`config.mk`:
```
export PLATFORM = sky130hd
export DESIGN_NAME = ft232h_fifo_arbiter_flat
export DESIGN_NICKNAME = d
export VERILOG_FILES = /design/src/rtl/ft232h_fifo_arbiter_if.sv /design/src/rtl/ft232h_fifo_arbiter.sv /design/src/flat_wrapper.sv
export SDC_FILE = /design/constraint.sdc
export NUM_CORES = 1
export LEC_CHECK = 0
export CAP_MARGIN = 40
export CORE_MARGIN = 3
export CORE_UTILIZATION = 39
export DETAILED_ROUTE_END_ITERATION = 7
export HOLD_SLACK_MARGIN = 0.12
export PLACE_DENSITY = 0.7
export SYNTH_ARGS = -nofsm -noshare
export SYNTH_HDL_FRONTEND = slang
export SYNTH_SLANG_ARGS = --single-unit
export TNS_END_PERCENT = 5
```
`constraint.sdc`:
```
create_clock -name i_clk -period 2.7 [get_ports i_clk]
set_input_delay 0.675 -clock i_clk [delete_from_list [all_inputs] [get_ports i_clk]]
set_output_delay 0.675 -clock i_clk [all_outputs]
set_load 0.1 [all_outputs]
```
`src/rtl/ft232h_fifo_arbiter_if.sv`:
```
// Signal bundle between the FT232H 245-FIFO arbiter and its environment
// (pads/tristate buffers on one side, RX sink and TX source on the other).
interface ft232h_fifo_arbiter_if;
  logic       i_rxf_n;
  logic       i_txe_n;
  logic [7:0] i_ft_data;
  logic [7:0] o_ft_data;
  logic       o_oe_drv;
  logic       o_rd_n;
  logic       o_wr_n;
  logic       i_rx_full;
  logic [7:0] o_rx_data;
  logic       o_rx_valid;
  logic [7:0] i_tx_data;
  logic       i_tx_valid;
  logic       o_tx_ready;
  logic       o_busy;

  modport master (
    input  i_rxf_n, i_txe_n, i_ft_data, i_rx_full, i_tx_data, i_tx_valid,
    output o_ft_data, o_oe_drv, o_rd_n, o_wr_n, o_rx_data, o_rx_valid,
           o_tx_ready, o_busy
  );

  modport slave (
    output i_rxf_n, i_txe_n, i_ft_data, i_rx_full, i_tx_data, i_tx_valid,
    input  o_ft_data, o_oe_drv, o_rd_n, o_wr_n, o_rx_data, o_rx_valid,
           o_tx_ready, o_busy
  );
endinterface

```
`src/rtl/ft232h_fifo_arbiter.sv`:
```
// Half-duplex scheduler for the FT232H 245-FIFO bus: sequences RD#/WR#, pad
// output enable and bus turnaround, alternating direction when both are pending.
module ft232h_fifo_arbiter #(
  parameter int RD_CYC    = 2,
  parameter int WR_CYC    = 2,
  parameter int SETUP_CYC = 1,
  parameter int PRE_CYC   = 1,
  parameter int TURN_CYC  = 1
) (
  input  logic                  i_clk,
  input  logic                  i_rst,
  ft232h_fifo_arbiter_if.master bus
);

  typedef enum logic [2:0] {
    IDLE, TURN, RD_STROBE, WR_SETUP, WR_STROBE, PRE
  } state_t;

  typedef enum logic {DIR_RD = 1'b0, DIR_WR = 1'b1} dir_t;

  localparam logic [3:0] RD_LD    = 4'(RD_CYC - 1);
  localparam logic [3:0] WR_LD    = 4'(WR_CYC - 1);
  localparam logic [3:0] SETUP_LD = 4'(SETUP_CYC - 1);
  localparam logic [3:0] PRE_LD   = 4'(PRE_CYC - 1);
  localparam logic [3:0] TURN_LD  = 4'(TURN_CYC - 1);

  state_t     state;
  dir_t       last_dir;
  logic [3:0] cnt;

  logic rd_req;
  logic wr_req;
  logic grant_rd;
  logic grant_wr;

  assign rd_req = !bus.i_rxf_n && !bus.i_rx_full;
  assign wr_req = !bus.i_txe_n && bus.i_tx_valid;

  // On a tie the direction not served last wins; gated by reset so the TX
  // source never hands over a byte on an edge the FSM ignores.
  assign grant_rd = (state == IDLE) && !i_rst && rd_req && (!wr_req || last_dir == DIR_WR);
  assign grant_wr = (state == IDLE) && !i_rst && wr_req && (!rd_req || last_dir == DIR_RD);

  // NOTE: o_tx_ready is combinational so the byte is taken on the grant edge itself.
  assign bus.o_tx_ready = grant_wr;
  assign bus.o_busy     = (state != IDLE);

  // NOTE: all state and registered outputs use non-blocking assignments so every
  // branch sees the pre-edge values.
  always_ff @(posedge i_clk) begin
    if (i_rst) begin
      state          <= IDLE;
      last_dir       <= DIR_WR;
      cnt            <= '0;
      bus.o_rd_n     <= 1'b1;
      bus.o_wr_n     <= 1'b1;
      bus.o_oe_drv   <= 1'b0;
      bus.o_ft_data  <= '0;
      bus.o_rx_data  <= '0;
      bus.o_rx_valid <= 1'b0;
    end else begin
      bus.o_rx_valid <= 1'b0;
      unique case (state)
        IDLE: begin
          if (grant_rd) begin
            last_dir <= DIR_RD;
            if (bus.o_oe_drv) begin
              state        <= TURN;
              bus.o_oe_drv <= 1'b0;
              cnt          <= TURN_LD;
            end else begin
              state      <= RD_STROBE;
              bus.o_rd_n <= 1'b0;
              cnt        <= RD_LD;
            end
          end else if (grant_wr) begin
            last_dir      <= DIR_WR;
            bus.o_ft_data <= bus.i_tx_data;
            bus.o_oe_drv  <= 1'b1;
            state         <= WR_SETUP;
            cnt           <= SETUP_LD;
          end
        end
        TURN: begin
          if (cnt == 4'd0) begin
            state      <= RD_STROBE;
            bus.o_rd_n <= 1'b0;
            cnt        <= RD_LD;
          end else begin
            cnt <= cnt - 4'd1;
          end
        end
        RD_STROBE: begin
          if (cnt == 4'd0) begin
            bus.o_rd_n     <= 1'b1;
            bus.o_rx_data  <= bus.i_ft_data;
            bus.o_rx_valid <= 1'b1;
            state          <= PRE;
            cnt            <= PRE_LD;
          end else begin
            cnt <= cnt - 4'd1;
          end
        end
        WR_SETUP: begin
          if (cnt == 4'd0) begin
            bus.o_wr_n <= 1'b0;
            state      <= WR_STROBE;
            cnt        <= WR_LD;
          end else begin
            cnt <= cnt - 4'd1;
          end
        end
        WR_STROBE: begin
          if (cnt == 4'd0) begin
            bus.o_wr_n <= 1'b1;
            state      <= PRE;
            cnt        <= PRE_LD;
          end else begin
            cnt <= cnt - 4'd1;
          end
        end
        PRE: begin
          // Data and output enable stay put here to give the write its hold time.
          if (cnt == 4'd0) state <= IDLE;
          else             cnt   <= cnt - 4'd1;
        end
        default: state <= IDLE;
      endcase
    end
  end

endmodule

```
`src/flat_wrapper.sv`:
```
// flat-port wrapper written by rule: the top's interface ports become plain ports
module ft232h_fifo_arbiter_flat 
#(
  parameter int RD_CYC    = 2,
  parameter int WR_CYC    = 2,
  parameter int SETUP_CYC = 1,
  parameter int PRE_CYC   = 1,
  parameter int TURN_CYC  = 1
)
  (i_clk, i_rst, bus_i_rxf_n, bus_i_txe_n, bus_i_ft_data, bus_i_rx_full, bus_i_tx_data, bus_i_tx_valid, bus_o_ft_data, bus_o_oe_drv, bus_o_rd_n, bus_o_wr_n, bus_o_rx_data, bus_o_rx_valid, bus_o_tx_ready, bus_o_busy);
  ft232h_fifo_arbiter_if bus_i ();
  input  logic i_clk;
  input  logic i_rst;
  input wire logic [$bits(bus_i.i_rxf_n)-1:0] bus_i_rxf_n;
  input wire logic [$bits(bus_i.i_txe_n)-1:0] bus_i_txe_n;
  input wire logic [$bits(bus_i.i_ft_data)-1:0] bus_i_ft_data;
  input wire logic [$bits(bus_i.i_rx_full)-1:0] bus_i_rx_full;
  input wire logic [$bits(bus_i.i_tx_data)-1:0] bus_i_tx_data;
  input wire logic [$bits(bus_i.i_tx_valid)-1:0] bus_i_tx_valid;
  output wire logic [$bits(bus_i.o_ft_data)-1:0] bus_o_ft_data;
  output wire logic [$bits(bus_i.o_oe_drv)-1:0] bus_o_oe_drv;
  output wire logic [$bits(bus_i.o_rd_n)-1:0] bus_o_rd_n;
  output wire logic [$bits(bus_i.o_wr_n)-1:0] bus_o_wr_n;
  output wire logic [$bits(bus_i.o_rx_data)-1:0] bus_o_rx_data;
  output wire logic [$bits(bus_i.o_rx_valid)-1:0] bus_o_rx_valid;
  output wire logic [$bits(bus_i.o_tx_ready)-1:0] bus_o_tx_ready;
  output wire logic [$bits(bus_i.o_busy)-1:0] bus_o_busy;
  assign bus_i.i_rxf_n = bus_i_rxf_n;
  assign bus_i.i_txe_n = bus_i_txe_n;
  assign bus_i.i_ft_data = bus_i_ft_data;
  assign bus_i.i_rx_full = bus_i_rx_full;
  assign bus_i.i_tx_data = bus_i_tx_data;
  assign bus_i.i_tx_valid = bus_i_tx_valid;
  assign bus_o_ft_data = bus_i.o_ft_data;
  assign bus_o_oe_drv = bus_i.o_oe_drv;
  assign bus_o_rd_n = bus_i.o_rd_n;
  assign bus_o_wr_n = bus_i.o_wr_n;
  assign bus_o_rx_data = bus_i.o_rx_data;
  assign bus_o_rx_valid = bus_i.o_rx_valid;
  assign bus_o_tx_ready = bus_i.o_tx_ready;
  assign bus_o_busy = bus_i.o_busy;
  ft232h_fifo_arbiter #(.RD_CYC(RD_CYC), .WR_CYC(WR_CYC), .SETUP_CYC(SETUP_CYC), .PRE_CYC(PRE_CYC), .TURN_CYC(TURN_CYC)) u_core (.i_clk(i_clk), .i_rst(i_rst), .bus(bus_i));
endmodule
```
Word level (Yosys, flattened, before mapping). Cells that the tools add are included.

Flip-flop bits (word level): 28. Bits of input ports: 22. Output and inout bits: 22. Word-level logic and storage cells: 84.

Add/subtract/negate cells: 1. Equal/unequal tests: 15. Multiplexer cells: 24. Bitwise gates (word level): 3. Reduce and logical (&&, ||, !) cells: 32.

Operator list (count): 2-to-1 mux 4 bit (5); 2-to-1 mux 3 bit (6); case mux 4 bit (4 select lines) (1); case mux 3 bit (5 select lines) (1); inequality test 2 x 1 -> 1 bit, second input constant (7); AND reduction 5 bit (2); AND reduction 3 bit (3); 2-to-1 mux 1 bit (8); logical AND 1 bit (7); equality test 3 x 2 -> 1 bit, second input constant (2); equality test 3 bit, second input constant (2); logical NOT 1 bit (6); nonzero test 3 bit (2); OR reduction 2 bit (3); logical NOT 4 bit (1); inequality test 2 bit, second input constant (2); AND reduction 2 bit (2); nonzero test 2 bit (2); nonzero test 4 bit (1); subtractor 4 x 1 -> 4 bit, second input constant (1); equality test 3 x 1 -> 1 bit, second input constant (1); logical NOT 3 bit (1); inequality test 3 x 2 -> 1 bit, second input constant (1); inverter 1 bit (3); 4 further kinds (5).

Logic depth before layout (Yosys ltp). Gate-level depths: netlist (run 1).

Depth in word-level cells: 8. Mapped depth: 8. Mapped depth without buffers: 7.

Worst setup path before layout (run 1). No wires, ideal clock.

Kind: input port to output port. Start point: input bus_i_tx_valid. End point: output bus_o_tx_ready. Arrival time: 1.638 ns. Required time: 2.025 ns. Path slack: 0.387 ns. Stages on the path: 4. Buffers on the path: 2. Cell sequence: nor2b_1 -> and3_1 -> clkbuf_2 -> buf_2.

Word-level cells in the longest chain between the ends: 3.

Ends and longest elaborated chain: start, declared (RTL line flat_wrapper.sv:19) `input wire logic [$bits(bus_i.i_tx_valid)-1:0] bus_i_tx_valid;`; logical AND 1 bit (RTL line ft232h_fifo_arbiter.sv:37) `assign wr_req = !bus.i_txe_n && bus.i_tx_valid;`; logical AND 1 bit (2 in a row) (RTL line ft232h_fifo_arbiter.sv:42) `assign grant_wr = (state == IDLE) && !i_rst && wr_req && (!rd_req || last_dir == DIR_RD);`; end, declared (RTL line flat_wrapper.sv:26) `output wire logic [$bits(bus_i.o_tx_ready)-1:0] bus_o_tx_ready;`.

Every way passes these cells.

Final worst setup path (run 1).
Start point: input bus_i_rxf_n. End point: output bus_o_tx_ready.

Word-level cells in the longest chain between the ends: 5.

Ends and longest elaborated chain: start, declared (RTL line flat_wrapper.sv:14) `input wire logic [$bits(bus_i.i_rxf_n)-1:0] bus_i_rxf_n;`; logical NOT 1 bit (RTL line ft232h_fifo_arbiter.sv:36) `assign rd_req = !bus.i_rxf_n && !bus.i_rx_full;`; logical AND 1 bit (RTL line ft232h_fifo_arbiter.sv:36); logical NOT 1 bit (RTL line ft232h_fifo_arbiter.sv:42); logical OR 1 bit (RTL line ft232h_fifo_arbiter.sv:42); logical AND 1 bit (RTL line ft232h_fifo_arbiter.sv:42).

Every way passes these cells.

==> results of run 1 <==
[kinds of logic (layout without fill, tap and decap cells)]
group           Yosys count  in the layout  synth area share
mux                       1              1           0.00869
fa+ha+maj                 2              2            0.0193
compound gates           43             43             0.207
flops                    28             28             0.432
buf+inv                  15             57            0.0540
simple gates             67             67             0.279
[layer usage]
| metal | vias up | global-route usage | part of all wire |
|---|---|---|---|
| li1 | 624 | - | - |
| met1 | 556 | 0.181 | 0.45 |
| met2 | 36 | 0.254 | 0.45 |
| met3 | 5 | 0.0463 | 0.078 |
| met4 | 0 | 0.0485 | 0.012 |
| met5 | - | 0 | 0 |
[path summary, 6_finish.rpt]
kind / end / startpoint / cells past startpoint / slack [ns]
setup / recovery: bus_o_tx_ready / bus_i_rxf_n / 5 / 0.21
setup reg to reg: u_core.bus.o_rx_data[7] / u_core.cnt[0] / 7 / 0.68
hold / removal: u_core.bus.o_rx_data[3] / u_core.bus.o_rx_data[3] / 2 / 0.46
hold reg to reg: u_core.bus.o_rx_data[3] / u_core.bus.o_rx_data[3] / 2 / 0.46
[through the flow]
| stage | instances | util | setup WS, ns | power [W] |
|---|---|---|---|---|
| 3_3_place_gp | 238 | 0.555 | 0.219 | 0.00197 |
| 3_5_place_dp | 238 | 0.555 | 0.221 | 0.00199 |
| 5_1_grt | 242 | 0.572 | 0.141 | 0.00240 |
| 6_report | 242 | 0.572 | 0.214 | 0.00226 |
| 2_1_floorplan | 156 | - | 0.387 | 0.00174 |
| 4_1_cts | 242 | 0.572 | 0.212 | 0.00228 |
[final cells by class]
class / instances / area, sq um / area share
multi-input combinational: 113 / 666 / 0.375
sequential: 28 / 561 / 0.316
clock inverter: 1 / 30.0 / 0.0169
inverter: 6 / 22.5 / 0.0127
clock buffer: 3 / 22.5 / 0.0127
tap: 44 / 55.1 / 0.0310
timing repair buffer: 47 / 418 / 0.236
[Yosys cell counts (2+ instances only)]
master | number | area share
nand2_1 | 31 | 0.090
nor2b_1 | 3 | 0.014
o21bai_1 | 3 | 0.017
dfxtp_1 | 28 | 0.43
a211o_1 | 2 | 0.014
nor2_1 | 8 | 0.023
a31oi_1 | 2 | 0.0097
ha_1 | 2 | 0.019
clkbuf_1 | 5 | 0.014
a21oi_1 | 16 | 0.062
nand2b_1 | 10 | 0.048
o21ai_0 | 11 | 0.042
inv_1 | 6 | 0.017
a221oi_1 | 2 | 0.014
nor3b_1 | 2 | 0.012
or2_2 | 2 | 0.0097
[critical path: cells and delay by family]
| kind | cells | cell delay [ns] |
|---|---|---|
| AO/OA/AOI/OAI | 1 | 0.13 |
| buffers and inverters | 2 | 0.69 |
| AND/OR/NAND/NOR | 2 | 0.31 |
[state kept, by name, indices dropped and copies added (netlist names)]
| name | flops |
|---|---|
| u_core.bus.o_ft_data | 8 |
| u_core.bus.o_oe_drv | 1 |
| u_core.bus.o_rd_n | 1 |
| u_core.bus.o_rx_data | 8 |
| u_core.bus.o_rx_valid | 1 |
| u_core.bus.o_wr_n | 1 |
| u_core.cnt | 4 |
| u_core.last_dir | 1 |
| u_core.state | 3 |
[report_power, final]
part / total (W) / internal, W / switching (W) / leakage [nW]
Sequential: 0.000654 / 0.000520 / 0.000134 / 0.228
Combinational: 0.00133 / 0.000419 / 0.000910 / 0.434
Clock: 0.000273 / 0.000150 / 0.000123 / 0.0279
==> flow_metrics.env, run 1 <==
export IMPL_drt_iter0_markers=41
export IMPL_avgSynthCellArea_sq_um=8.31
export IMPL_fin_area_sq_um=1770
export IMPL_yosysWarnings=0
export IMPL_first_pass_iters=4
export IMPL_track_usage=0.151
export IMPL_grt_max_degree=20
export IMPL_grt_overflow_total=0
export IMPL_core_area_sq_um=3100
export IMPL_synth_nets=180
export IMPL_max_freq_ghz=0.402
export IMPL_vias=1221
export IMPL_hold_path_class="reg2reg"
export IMPL_synth_edf_count=0
export IMPL_nFillCells=319
export IMPL_maxCapViolCount=0
export IMPL_wl_per_cell_microns=12.1
export IMPL_critPathCaptureType="primary output"
export IMPL_crit_type="in2out"
export IMPL_antenna_found_initial=0
export IMPL_root_buffer="clkbuf_4"
export IMPL_setup_tns_ns=0
export IMPL_drc=0
export IMPL_yosysSeqAreaShare=0.432
export IMPL_power_leakage_nw=0.690
export IMPL_async_reset_ff_frac=0
export IMPL_ant_nets=0
export IMPL_post_route_min_period_ns=2.49
export IMPL_fin_nets=223
export IMPL_dieHeight_microns=63.7
export IMPL_clock_skew_ns=0.00504
export IMPL_cp_slowest_cell="clkdlybuf4s50_1"
export IMPL_cts_buffers=3
export IMPL_max_stage_delay_ns=0.50
export IMPL_drive_gt1_frac=0.197
export IMPL_fin_crit_sh=0.921
export IMPL_rows=20
export IMPL_start_kind="input pin"
export IMPL_ys_ff_latch=28
export IMPL_vdd_drop_max_mv=0.941
export IMPL_wl_microns=2920
export IMPL_power_per_cell_area_nw_per_um2=1270
export IMPL_die_w_microns=63.7
export IMPL_setup_viol=0
export IMPL_clk_pin_slew_ns=0.15
export IMPL_final_cell_mix="31 x nand2_1, 28 x dfxtp_1, 25 x buf_4"
export IMPL_synth_cells=156
export IMPL_required_ns=2.03
export IMPL_num_io_pins=44
export IMPL_start_util=0.418
export IMPL_hold_slack_ns=0.464
export IMPL_cts_hold_buf=0
export IMPL_synthFlopType="dfxtp_1"
export IMPL_antenna_cells=0
export IMPL_post_cts_buffers=0
export IMPL_clkLatencyLatePin_ns=0.33
export IMPL_relSlewSlack=0.618
export IMPL_cts_buffer_depth=2
export IMPL_finalHoldViolations=0
export IMPL_dieArea_sq_um=4050
export IMPL_worstMarginPinSlew_ns=0.572
export IMPL_cts_sinks=28
export IMPL_path_cells="clkdlybuf4s50_1 -> nor2_1 -> a21oi_1 -> and3_1 -> buf_12"
export IMPL_cts_max_level=1
export IMPL_outcome="completed"
export IMPL_hpwl_microns=2200
export IMPL_arrival_ns=1.81
export IMPL_portBuffers=43
export IMPL_cts_tree="done"
export IMPL_synth_area_sq_um=1300
export IMPL_mostFrequentLayoutCell="nand2_1"
export IMPL_grt_pass1_vias=1135
export IMPL_placed_area_sq_um=1720
export IMPL_ctsResizeCount=0
export IMPL_routed_via_density=5.05
export IMPL_area_growth_pct=36.9
export IMPL_final_max_slew_violation_count=0
export IMPL_synth_cell_type_count=39
export IMPL_place_gp_congestion=0.813
export IMPL_grt_pass1_wl_microns=5020
export IMPL_grt_setup_unrepaired="false"
export IMPL_crit_path_max_fanout=2
No activity file was read; power rests on OpenSTA's default activity.
==> run 2, diff against run 1 <==
- PLACE_DENSITY: 0.7 -> 0.73
- clock period: 2.7 -> 2.25 ns (I/O delays scaled with it)
==> run 2 against run 1 <==
  * Clock-buffer cell count is the same
  * Combinational power grew 34%
  * Cell area grew 3.2%
==> flow_metrics.env, run 2 (same netlist as run 1, synthesis figures left out) <==
export IMPL_outcome="completed"
export IMPL_grt_overflow_total=0
export IMPL_cts_buffer_depth=2
export IMPL_cts_buffers=3
export IMPL_instances_no_fill=247
export IMPL_num_io_pins=44
export IMPL_track_usage=0.167
export IMPL_cp_startpoint="bus_i_rxf_n"
export IMPL_dieArea_sq_um=4050
export IMPL_clk_pin_slew_ns=0.14
export IMPL_timing_final_ws_setup_ns=0.0332
export IMPL_clock_skew_ns=0.00673
export IMPL_wl_met2_microns=1650
export IMPL_hp_start="u_core.bus.o_rx_data[7]"
export IMPL_place_gp_congestion=0.824
export IMPL_hpwl_microns=2520
export IMPL_antenna_cells=0
export IMPL_post_route_min_period_ns=2.22
export IMPL_grt_setup_unrepaired="false"
export IMPL_final_cell_mix="31 x nand2_1, 29 x buf_4, 28 x dfxtp_1"
export IMPL_crit_type="in2out"
export IMPL_top_layer="met4"
export IMPL_required_ns=1.69
export IMPL_cts_sinks=28
export IMPL_arrival_ns=1.65
export IMPL_first_pass_iters=4
export IMPL_finalHoldViolations=0
export IMPL_wl_met1_microns=1270
export IMPL_drc=0
export IMPL_wl_per_cell_microns=13.0
export IMPL_fin_nets=228
export IMPL_critPathCaptureType="primary output"
export IMPL_drt_iter0_markers=58
export IMPL_power_leakage_nw=0.721
export IMPL_reg_largest_list="u_core.bus.o_ft_data x8, u_core.bus.o_rx_data x8, u_core.cnt x4"
export IMPL_hold_path_class="reg2reg"
export IMPL_mostFrequentLayoutCell="nand2_1"
export IMPL_power_per_cell_area_nw_per_um2=1560
export IMPL_routed_wl_met3_microns=250
export IMPL_die_w_microns=63.7
export IMPL_post_cts_buffers=0
export IMPL_cts_tree="done"
export IMPL_rr_startpoint="u_core.cnt[0]"
export IMPL_start_util=0.418
export IMPL_ant_nets=0
export IMPL_final_max_slew_violation_count=0
export IMPL_relSlewSlack=0.729
export IMPL_core_area_sq_um=3100
export IMPL_fin_util=0.590
export IMPL_vdd_drop_max_mv=1.23
export IMPL_clkLatencyLatePin_ns=0.33
export IMPL_dieHeight_microns=63.7
export IMPL_grt_pass1_vias=1254
export IMPL_wl_microns=3200
export IMPL_crit_path_max_fanout=2
export IMPL_routed_via_density=5.09
export IMPL_antenna_found_initial=0
export IMPL_grt_pass1_wl_microns=5450
export IMPL_fin_crit_sh=0.985
export IMPL_maxCapViolCount=0
export IMPL_rows=20
export IMPL_vias=1256
export IMPL_dp_cells=243
export IMPL_place_ws_ns=-0.0438
export IMPL_p_total_w=0.00286
export IMPL_worstMarginPinSlew_ns=0.406
export IMPL_start_kind="input pin"
export IMPL_drive_gt1_frac=0.227
export IMPL_nFillCells=292
export IMPL_root_buffer="clkbuf_4"
export IMPL_cts_max_level=1
export IMPL_area_growth_pct=41.2
export IMPL_max_freq_ghz=0.451
export IMPL_setup_viol=0
export IMPL_grt_max_degree=25
export IMPL_portBuffers=43
## run 2: cell types whose count changed in the layout (fill, tap and decap cells not counted)
| cell | delta |
|---|---|
| buf_12 | +1 |
| dlygate4sd2_1 | +1 |
| and3_4 | +1 |
| nor2b_2 | +1 |
| and3_1 | -1 |
| clkdlybuf4s50_1 | -1 |
| buf_4 | +4 |
| nor2b_1 | -1 |
## run 2: path summary, 6_finish.rpt
path / cells past startpoint / end / slack [ns]
worst max-delay path: 5 / bus_o_tx_ready / 0.03
worst min-delay path: 2 / u_core.bus.o_rx_data[7] / 0.46
worst max register to register: 7 / u_core.bus.o_rx_data[1] / 0.27
worst min register to register: 2 / u_core.bus.o_rx_data[7] / 0.46
## run 2: metrics by stage
stage | cell area, sq um | setup TNS, ns | hold slack (ns)
after floorplan | 1300 | 0 | 0.492
after global placement | 1770 | 0 | 0.443
after detailed placement | 1770 | -0.0770 | 0.448
after CTS | 1830 | 0 | 0.467
after global routing | 1830 | 0 | 0.486
final | 1830 | 0 | 0.462
## run 2: area by class of cell
cell class / instances / area, sq um / share of cell area
clock inverters: 1 / 30.0 / 0.0164
clock buffers: 3 / 22.5 / 0.0123
inverters: 6 / 22.5 / 0.0123
well taps: 44 / 55.1 / 0.0301
repair buffers: 52 / 467 / 0.255
multi-input cells: 113 / 673 / 0.368
flip-flops and latches: 28 / 561 / 0.306
## run 2: what timing repair did
action / CTS / global route
pin swaps: 0 / 1
resized for setup: 2 / 1
hold buffers: 0 / 0
endpoints found under the setup margin: 1 / 1
hold endpoints to repair: 0 / 0
## run 2: report_power, final
group          internal [W]  switching (W)
clock network      0.000180       0.000146
logic              0.000600        0.00118
registers          0.000624       0.000133
total               0.00140        0.00146
## run 2: layer usage
| metal | track usage | vias up |
|---|---|---|
| li1 | - | 633 |
| met1 | 0.181 | 568 |
| met2 | 0.308 | 51 |
| met3 | 0.0499 | 4 |
| met4 | 0.0539 | 0 |
| met5 | 0 | - |
## run 2: critical path: stages
cell and delay, ns:
clkdlybuf4s50_1 0.50, nor2_1 0.06, a21oi_1 0.14, and3_4 0.22, buf_12 0.17
